$ cat config.mk
export PLATFORM = sky130hd
export DESIGN_NAME = alu_serial_ctrl_flat
export DESIGN_NICKNAME = d
export VERILOG_FILES = /design/src/rtl/alu_serial_ctrl_if.sv /design/src/rtl/alu_serial_ctrl.sv /design/src/flat_wrapper.sv
export SDC_FILE = /design/constraint.sdc
export NUM_CORES = 1
export LEC_CHECK = 0
export CORE_AREA = 4 4 147 120
export DETAILED_ROUTE_END_ITERATION = 12
export DIE_AREA = 0 0 151 124
export GPL_ROUTABILITY_DRIVEN = 0
export RECOVER_POWER = 50
export SYNTH_ARGS = -nofsm -noshare
export SYNTH_HDL_FRONTEND = slang
export SYNTH_SLANG_ARGS = --single-unit
$ cat constraint.sdc
create_clock -name clk -period 7.4 [get_ports clk]
set_clock_uncertainty 0.1 [all_clocks]
set_input_delay 1.48 -clock clk [delete_from_list [all_inputs] [get_ports clk]]
set_output_delay 1.48 -clock clk [all_outputs]
set_load 0.01 [all_outputs]
$ cat src/rtl/alu_serial_ctrl_if.sv
// Handshake and data bundle for alu_serial_ctrl.
//   start, alu_ctrl, a, b : operation request from the requester
//   busy, done            : progress / one-cycle completion pulse
//   result, zero, overflow: outcome, held until the next accepted start
// master = requester side, slave = ALU controller side.
interface alu_serial_ctrl_if #(
  parameter int WIDTH = 32
) ();
  logic             start;
  logic [3:0]       alu_ctrl;
  logic [WIDTH-1:0] a;
  logic [WIDTH-1:0] b;
  logic             busy;
  logic             done;
  logic [WIDTH-1:0] result;
  logic             zero;
  logic             overflow;

  modport master (
    output start, alu_ctrl, a, b,
    input  busy, done, result, zero, overflow
  );

  modport slave (
    input  start, alu_ctrl, a, b,
    output busy, done, result, zero, overflow
  );
endinterface

$ cat src/rtl/alu_serial_ctrl.sv
// Bit-serial ALU controller: one 1-bit ALU slice is reused once per bit,
// LSB first, to compute AND/OR/ADD/SUB/SLT/NOR over WIDTH-bit operands.
// Ports:
//   clk   : rising-edge clock
//   reset : asynchronous active-high reset
//   bus   : alu_serial_ctrl_if slave (start/alu_ctrl/a/b in,
//           busy/done/result/zero/overflow out)
// Latency: start accepted at edge 0 -> done high after edge WIDTH+1,
// busy falls at edge WIDTH+2.

// 1-bit ALU slice: optional a/b inversion, full adder, op select.
//   op 00 AND, 01 OR, 10 SUM, 11 LESS
//   set      : raw sum bit (sign of the difference at the MSB)
//   overflow : carry-in XOR carry-out (meaningful at the MSB only)
module alu_slice (
  input  logic       a,
  input  logic       b,
  input  logic       c_in,
  input  logic       less,
  input  logic       a_invert,
  input  logic       b_invert,
  input  logic [1:0] op,
  output logic       result,
  output logic       c_out,
  output logic       set,
  output logic       overflow
);
  logic aa;
  logic bb;
  logic sum;

  always_comb begin
    aa       = a ^ a_invert;
    bb       = b ^ b_invert;
    sum      = aa ^ bb ^ c_in;
    c_out    = (aa & bb) | (aa & c_in) | (bb & c_in);
    set      = sum;
    overflow = c_in ^ c_out;
    case (op)
      2'b00:   result = aa & bb;
      2'b01:   result = aa | bb;
      2'b10:   result = sum;
      default: result = less;
    endcase
  end
endmodule

module alu_serial_ctrl #(
  parameter int WIDTH = 32
) (
  input  logic               clk,
  input  logic               reset,
  alu_serial_ctrl_if.slave   bus
);
  localparam int IW = $clog2(WIDTH);
  localparam logic [IW-1:0] LAST = IW'(WIDTH - 1);

  typedef enum logic [1:0] {IDLE, CALC, FIX, DONE} state_t;

  state_t           state;
  state_t           state_next;
  logic             busy;
  logic             done;

  logic [WIDTH-1:0] a_q;
  logic [WIDTH-1:0] b_q;
  logic [3:0]       ctrl_q;
  logic [IW-1:0]    idx;
  logic             carry;
  logic [WIDTH-1:0] result_q;
  logic             zero_q;
  logic             overflow_q;
  logic             msb_set;
  logic             msb_ovf;

  logic             s_result;
  logic             s_cout;
  logic             s_set;
  logic             s_ovf;
  logic             is_slt;
  logic             is_addsub;
  logic             last_bit;
  logic [WIDTH-1:0] fix_result;

  alu_slice slice (
    .a        (a_q[idx]),
    .b        (b_q[idx]),
    .c_in     (carry),
    .less     (1'b0),
    .a_invert (ctrl_q[3]),
    .b_invert (ctrl_q[2]),
    .op       (ctrl_q[1:0]),
    .result   (s_result),
    .c_out    (s_cout),
    .set      (s_set),
    .overflow (s_ovf)
  );

  always_comb begin
    is_slt     = (ctrl_q == 4'b0111);
    is_addsub  = (ctrl_q == 4'b0010) || (ctrl_q == 4'b0110);
    last_bit   = (idx == LAST);
    // SLT: upper bits were written as 0 by less=0; bit 0 is the
    // overflow-corrected sign of a-b.
    fix_result = result_q;
    if (is_slt) begin
      fix_result[0] = msb_set ^ msb_ovf;
    end
  end

  always_ff @(posedge clk or posedge reset) begin
    if (reset) begin
      state <= IDLE;
    end else begin
      state <= state_next;
    end
  end

  always_comb begin
    state_next = state;
    busy       = 1'b1;
    done       = 1'b0;
    case (state)
      IDLE: begin
        busy = 1'b0;
        if (bus.start) begin
          state_next = CALC;
        end
      end
      CALC: begin
        if (last_bit) begin
          state_next = FIX;
        end
      end
      FIX: begin
        state_next = DONE;
      end
      DONE: begin
        done       = 1'b1;
        state_next = IDLE;
      end
      default: state_next = IDLE;
    endcase
  end

  always_ff @(posedge clk or posedge reset) begin
    if (reset) begin
      a_q        <= '0;
      b_q        <= '0;
      ctrl_q     <= '0;
      idx        <= '0;
      carry      <= 1'b0;
      result_q   <= '0;
      zero_q     <= 1'b0;
      overflow_q <= 1'b0;
      msb_set    <= 1'b0;
      msb_ovf    <= 1'b0;
    end else begin
      case (state)
        IDLE: begin
          if (bus.start) begin
            a_q        <= bus.a;
            b_q        <= bus.b;
            ctrl_q     <= bus.alu_ctrl;
            idx        <= '0;
            carry      <= bus.alu_ctrl[2];
            result_q   <= '0;
            zero_q     <= 1'b0;
            overflow_q <= 1'b0;
          end
        end
        CALC: begin
          result_q[idx] <= s_result;
          carry         <= s_cout;
          if (last_bit) begin
            msb_set <= s_set;
            msb_ovf <= s_ovf;
          end else begin
            idx <= idx + 1'b1;
          end
        end
        FIX: begin
          result_q   <= fix_result;
          zero_q     <= (fix_result == '0);
          overflow_q <= is_addsub ? msb_ovf : 1'b0;
        end
        default: ;
      endcase
    end
  end

  assign bus.busy     = busy;
  assign bus.done     = done;
  assign bus.result   = result_q;
  assign bus.zero     = zero_q;
  assign bus.overflow = overflow_q;
endmodule

$ cat src/flat_wrapper.sv
// flat-port wrapper written by rule: the top's interface ports become plain ports
module alu_serial_ctrl_flat 
#(
  parameter int WIDTH = 32
)
  (clk, reset, bus_start, bus_alu_ctrl, bus_a, bus_b, bus_busy, bus_done, bus_result, bus_zero, bus_overflow);
  alu_serial_ctrl_if #(.WIDTH(WIDTH)) bus_i ();
  input  logic clk;
  input  logic reset;
  input wire logic [$bits(bus_i.start)-1:0] bus_start;
  input wire logic [$bits(bus_i.alu_ctrl)-1:0] bus_alu_ctrl;
  input wire logic [$bits(bus_i.a)-1:0] bus_a;
  input wire logic [$bits(bus_i.b)-1:0] bus_b;
  output wire logic [$bits(bus_i.busy)-1:0] bus_busy;
  output wire logic [$bits(bus_i.done)-1:0] bus_done;
  output wire logic [$bits(bus_i.result)-1:0] bus_result;
  output wire logic [$bits(bus_i.zero)-1:0] bus_zero;
  output wire logic [$bits(bus_i.overflow)-1:0] bus_overflow;
  assign bus_i.start = bus_start;
  assign bus_i.alu_ctrl = bus_alu_ctrl;
  assign bus_i.a = bus_a;
  assign bus_i.b = bus_b;
  assign bus_busy = bus_i.busy;
  assign bus_done = bus_i.done;
  assign bus_result = bus_i.result;
  assign bus_zero = bus_i.zero;
  assign bus_overflow = bus_i.overflow;
  alu_serial_ctrl #(.WIDTH(WIDTH)) u_core (.clk(clk), .reset(reset), .bus(bus_i));
endmodule
==> impl_metrics.ini <==
[yosys]
syn_area_um2 = 5570
yosysTopAreaCellShare_pct = 50.3
synth_fa_ha_area_share_pct = 3.06
yosysMostFrequentCell = dfrtp_1
synth_ff_type = dfrtp_1
synth_common_cells = dfrtp_1, mux2_2, o21ai_0
yosys_warnings = 0
synthTopCellsByArea = dfrtp_1, mux2_2, o21ai_0, mux2i_1, ha_1
syn_area_per_cell_um2 = 11.1
synth_mux_area_share_pct = 19.9
syn_nets = 584
synth_xor_area_share_pct = 0.944
yosysTopAreaCell = dfrtp_1
synthDistinctLibCells = 43
synth-async-reset-ratio_pct = 100
synth-edff-count = 0
synth_top_family_by_area = multiplexers
synth-simple-area-share_pct = 7.73
synth_compound_area_share_pct = 14.2
netlist_instances = 500
synth-seq-cells = 112
yosysSeqAreaShare_pct = 50.3

[sta]
whs_ns = 0.376
max_freq_ghz = 0.191
slew_headroom_pct = -144
maxSlewViolCount = 223
setup_violations = 0
setup_tns_ns = 0
hold_viol_final = 0
period_needed_ns = 5.24
grt_setup_unrepaired = false
worst_pin_slew_ns = 3.66
fin_crit_sh_pct = 70.8

[power_and_ir_drop]
p_sw_mw = 0.966
power.leakage_nw = 3.00
sw_frac_of_total_pct = 36.0
clockPowerShare_pct = 21.3
internal_power_mw = 1.72
seq_power_share_pct = 38.1
power_density_nw_per_um2 = 377
p_total_mw = 2.69
pwr-share-comb_pct = 40.6
ir_drop_uv = 180

[worst_setup_path]
startpoint = bus_start
rrSetupSlack_ns = 2.92
crit_type = input port to flip-flop
crit_buf_inv = 2
r2r-start = u_core.idx[1]
cp_top_family = buffers and inverters
cp_slowest_stage_delay_ns = 2.55
reg2reg_depth = 10
worstReg2RegEnd = u_core.bus.result[24]
startpoint_type = input port
cp_slowest_cell = clkbuf_1
cp_cell_sequence = dlygate4sd3_1, and2_2, clkbuf_1, mux2_2
cp_max_fo = 68
crit_end = u_core.b_q[9]
crit_cells = 4
arrival_ns = 5.37
crit_path_end_kind = flip-flop
cp.required_ns = 7.53

[finish]
drive_gt1_share_pct = 16.4
synthToLayoutAreaGrowth_pct = 27.8
fin_nets = 671
antennaDiodeCount = 0

[grt]
grt_usage_pct = 15.8
antenna_found_initial = 1
grt_overflow = 0
grt_max_degree = 69
grt_pass1_wl_um = 22900
grt_pass1_vias = 4267

[routing]
drt_iter0_markers = 241
drt_wl_total_um = 14200
maxUsedRoutingLayer = met5
wl_met3_um = 1020
met2_length_um = 6240
m1WireLength_um = 6780
drtPass1Iterations = 5
vias_per_cell = 5.19
ant_nets = 0
wl_per_cell_um = 17.5
drc = 0
num_vias = 4215

[run]
maxCapViolations = 4

[cts]
post-cts-setup-buffer-count = 0
insertion_delay_ns = 0.36
cts_tree = built
cts-resized-gates = 0
htreeDepth = 3
cts.sinks = 112
cts_hold_buffers = 0
cts_buffers = 9
path_clk_slew_ns = 0.08
clock_path_buffers = 2
cts_root_buffer = clkbuf_16

[die]
die_height_um = 124
start_util_pct = 34.2
die_w_um = 151
rows = 42
core_area_um2 = 16300
io_pins = 107
die-area_um2 = 18700

[status]
status = complete, but fails checks
violations = max-capacitance violations, max-slew violations

[placement]
place_hpwl_um = 10300
io_buffers = 106

[min_path]
hp-class = flip-flop to flip-flop
-- cell families after synthesis --
| logic type | count (synthesis) |
|---|---|
| adder cells (fa/ha/maj) | 13 |
| AO/OA/AOI/OAI | 140 |
| buffers and inverters | 44 |
| AND/OR/NAND/NOR | 83 |
| flip-flops | 112 |
| multiplexers | 102 |
| XOR/XNOR | 6 |
-- cells in the final DEF, fill, tap and decap left out, types with 2 or more instances in the layout --
| master | count |
|---|---|
| mux2i_1 | 32 |
| o21ai_0 | 69 |
| o22ai_1 | 3 |
| nand2_2 | 2 |
| ha_1 | 12 |
| nand2_1 | 23 |
| nor3_1 | 2 |
| nor2b_1 | 3 |
| nor2_1 | 10 |
| xor2_1 | 2 |
| clkbuf_16 | 9 |
| nand4_1 | 5 |
| a31oi_1 | 13 |
| nor4_1 | 9 |
| a22oi_1 | 16 |
| xnor2_1 | 4 |
| nand3_1 | 11 |
| dfrtp_1 | 112 |
| and3_1 | 3 |
| a21oi_1 | 29 |
| o31ai_1 | 4 |
| mux2_2 | 70 |
| a21o_1 | 2 |
| clkdlybuf4s50_1 | 69 |
| nand2b_1 | 6 |
| dlygate4sd3_1 | 37 |
| bufinv_16 | 3 |
| inv_1 | 9 |
-- worst min-delay path by stage --
| stage | startpoint | slack (ns) | cells past startpoint | endpoint |
|---|---|---|---|---|
| after floorplan | u_core.b_q[28] | 0.38 | 1 | u_core.b_q[28] |
| after global placement | u_core.bus.zero | 0.36 | 1 | u_core.bus.zero |
| after detailed placement | u_core.bus.overflow | 0.37 | 2 | u_core.bus.overflow |
| after CTS | u_core.bus.overflow | 0.39 | 2 | u_core.bus.overflow |
| after global routing | u_core.bus.zero | 0.40 | 1 | u_core.bus.zero |
| final | u_core.bus.zero | 0.38 | 1 | u_core.bus.zero |
-- layout make-up --
class / instances / area, um^2
Inverter: 10 / 38.8
Multi-Input combinational cell: 344 / 2550
Timing Repair Buffer: 110 / 1090
Fill cell: 1555 / 9180
Sequential cell: 112 / 2800
Tap cell: 220 / 275
Clock inverter: 6 / 115
Clock buffer: 10 / 239
-- sequential cells by signal (all words and copies together), names as in the netlist --
signal	count
u_core.a_q	32
u_core.b_q	32
u_core.bus.overflow	1
u_core.bus.result	32
u_core.bus.zero	1
u_core.carry	1
u_core.ctrl_q	4
u_core.idx	5
u_core.msb_ovf	1
u_core.msb_set	1
u_core.state	2
-- power groups by stage --
stage          Clock, mW  Combinational (mW)  Sequential (mW)
3_3_place_gp           0                1.06             1.02
6_report           0.572                1.09             1.02
3_5_place_dp           0                1.08             1.04
4_1_cts            0.587                1.08             1.03
2_1_floorplan          0               0.878            0.939
5_1_grt            0.616                1.22             1.06
-- per-layer routing --
metal / GRT usage, % / up-vias
li1: - / 1995
met1: 23.2 / 2068
met2: 23.2 / 137
met3: 4.15 / 13
met4: 3.79 / 2
met5: 0 / -
-- metrics by stage --
stage	util, %	setup slack (ns)	cell area, um^2	cells
finish	43.7	2.16	7120	812
global route	43.7	1.94	7120	812
CTS	43.6	3.23	7110	811
detailed placement	41.5	2.93	6760	795
global placement	41.5	3.05	6760	795
floorplan	-	2.86	5570	500
Power figures use the tool's default switching activity.
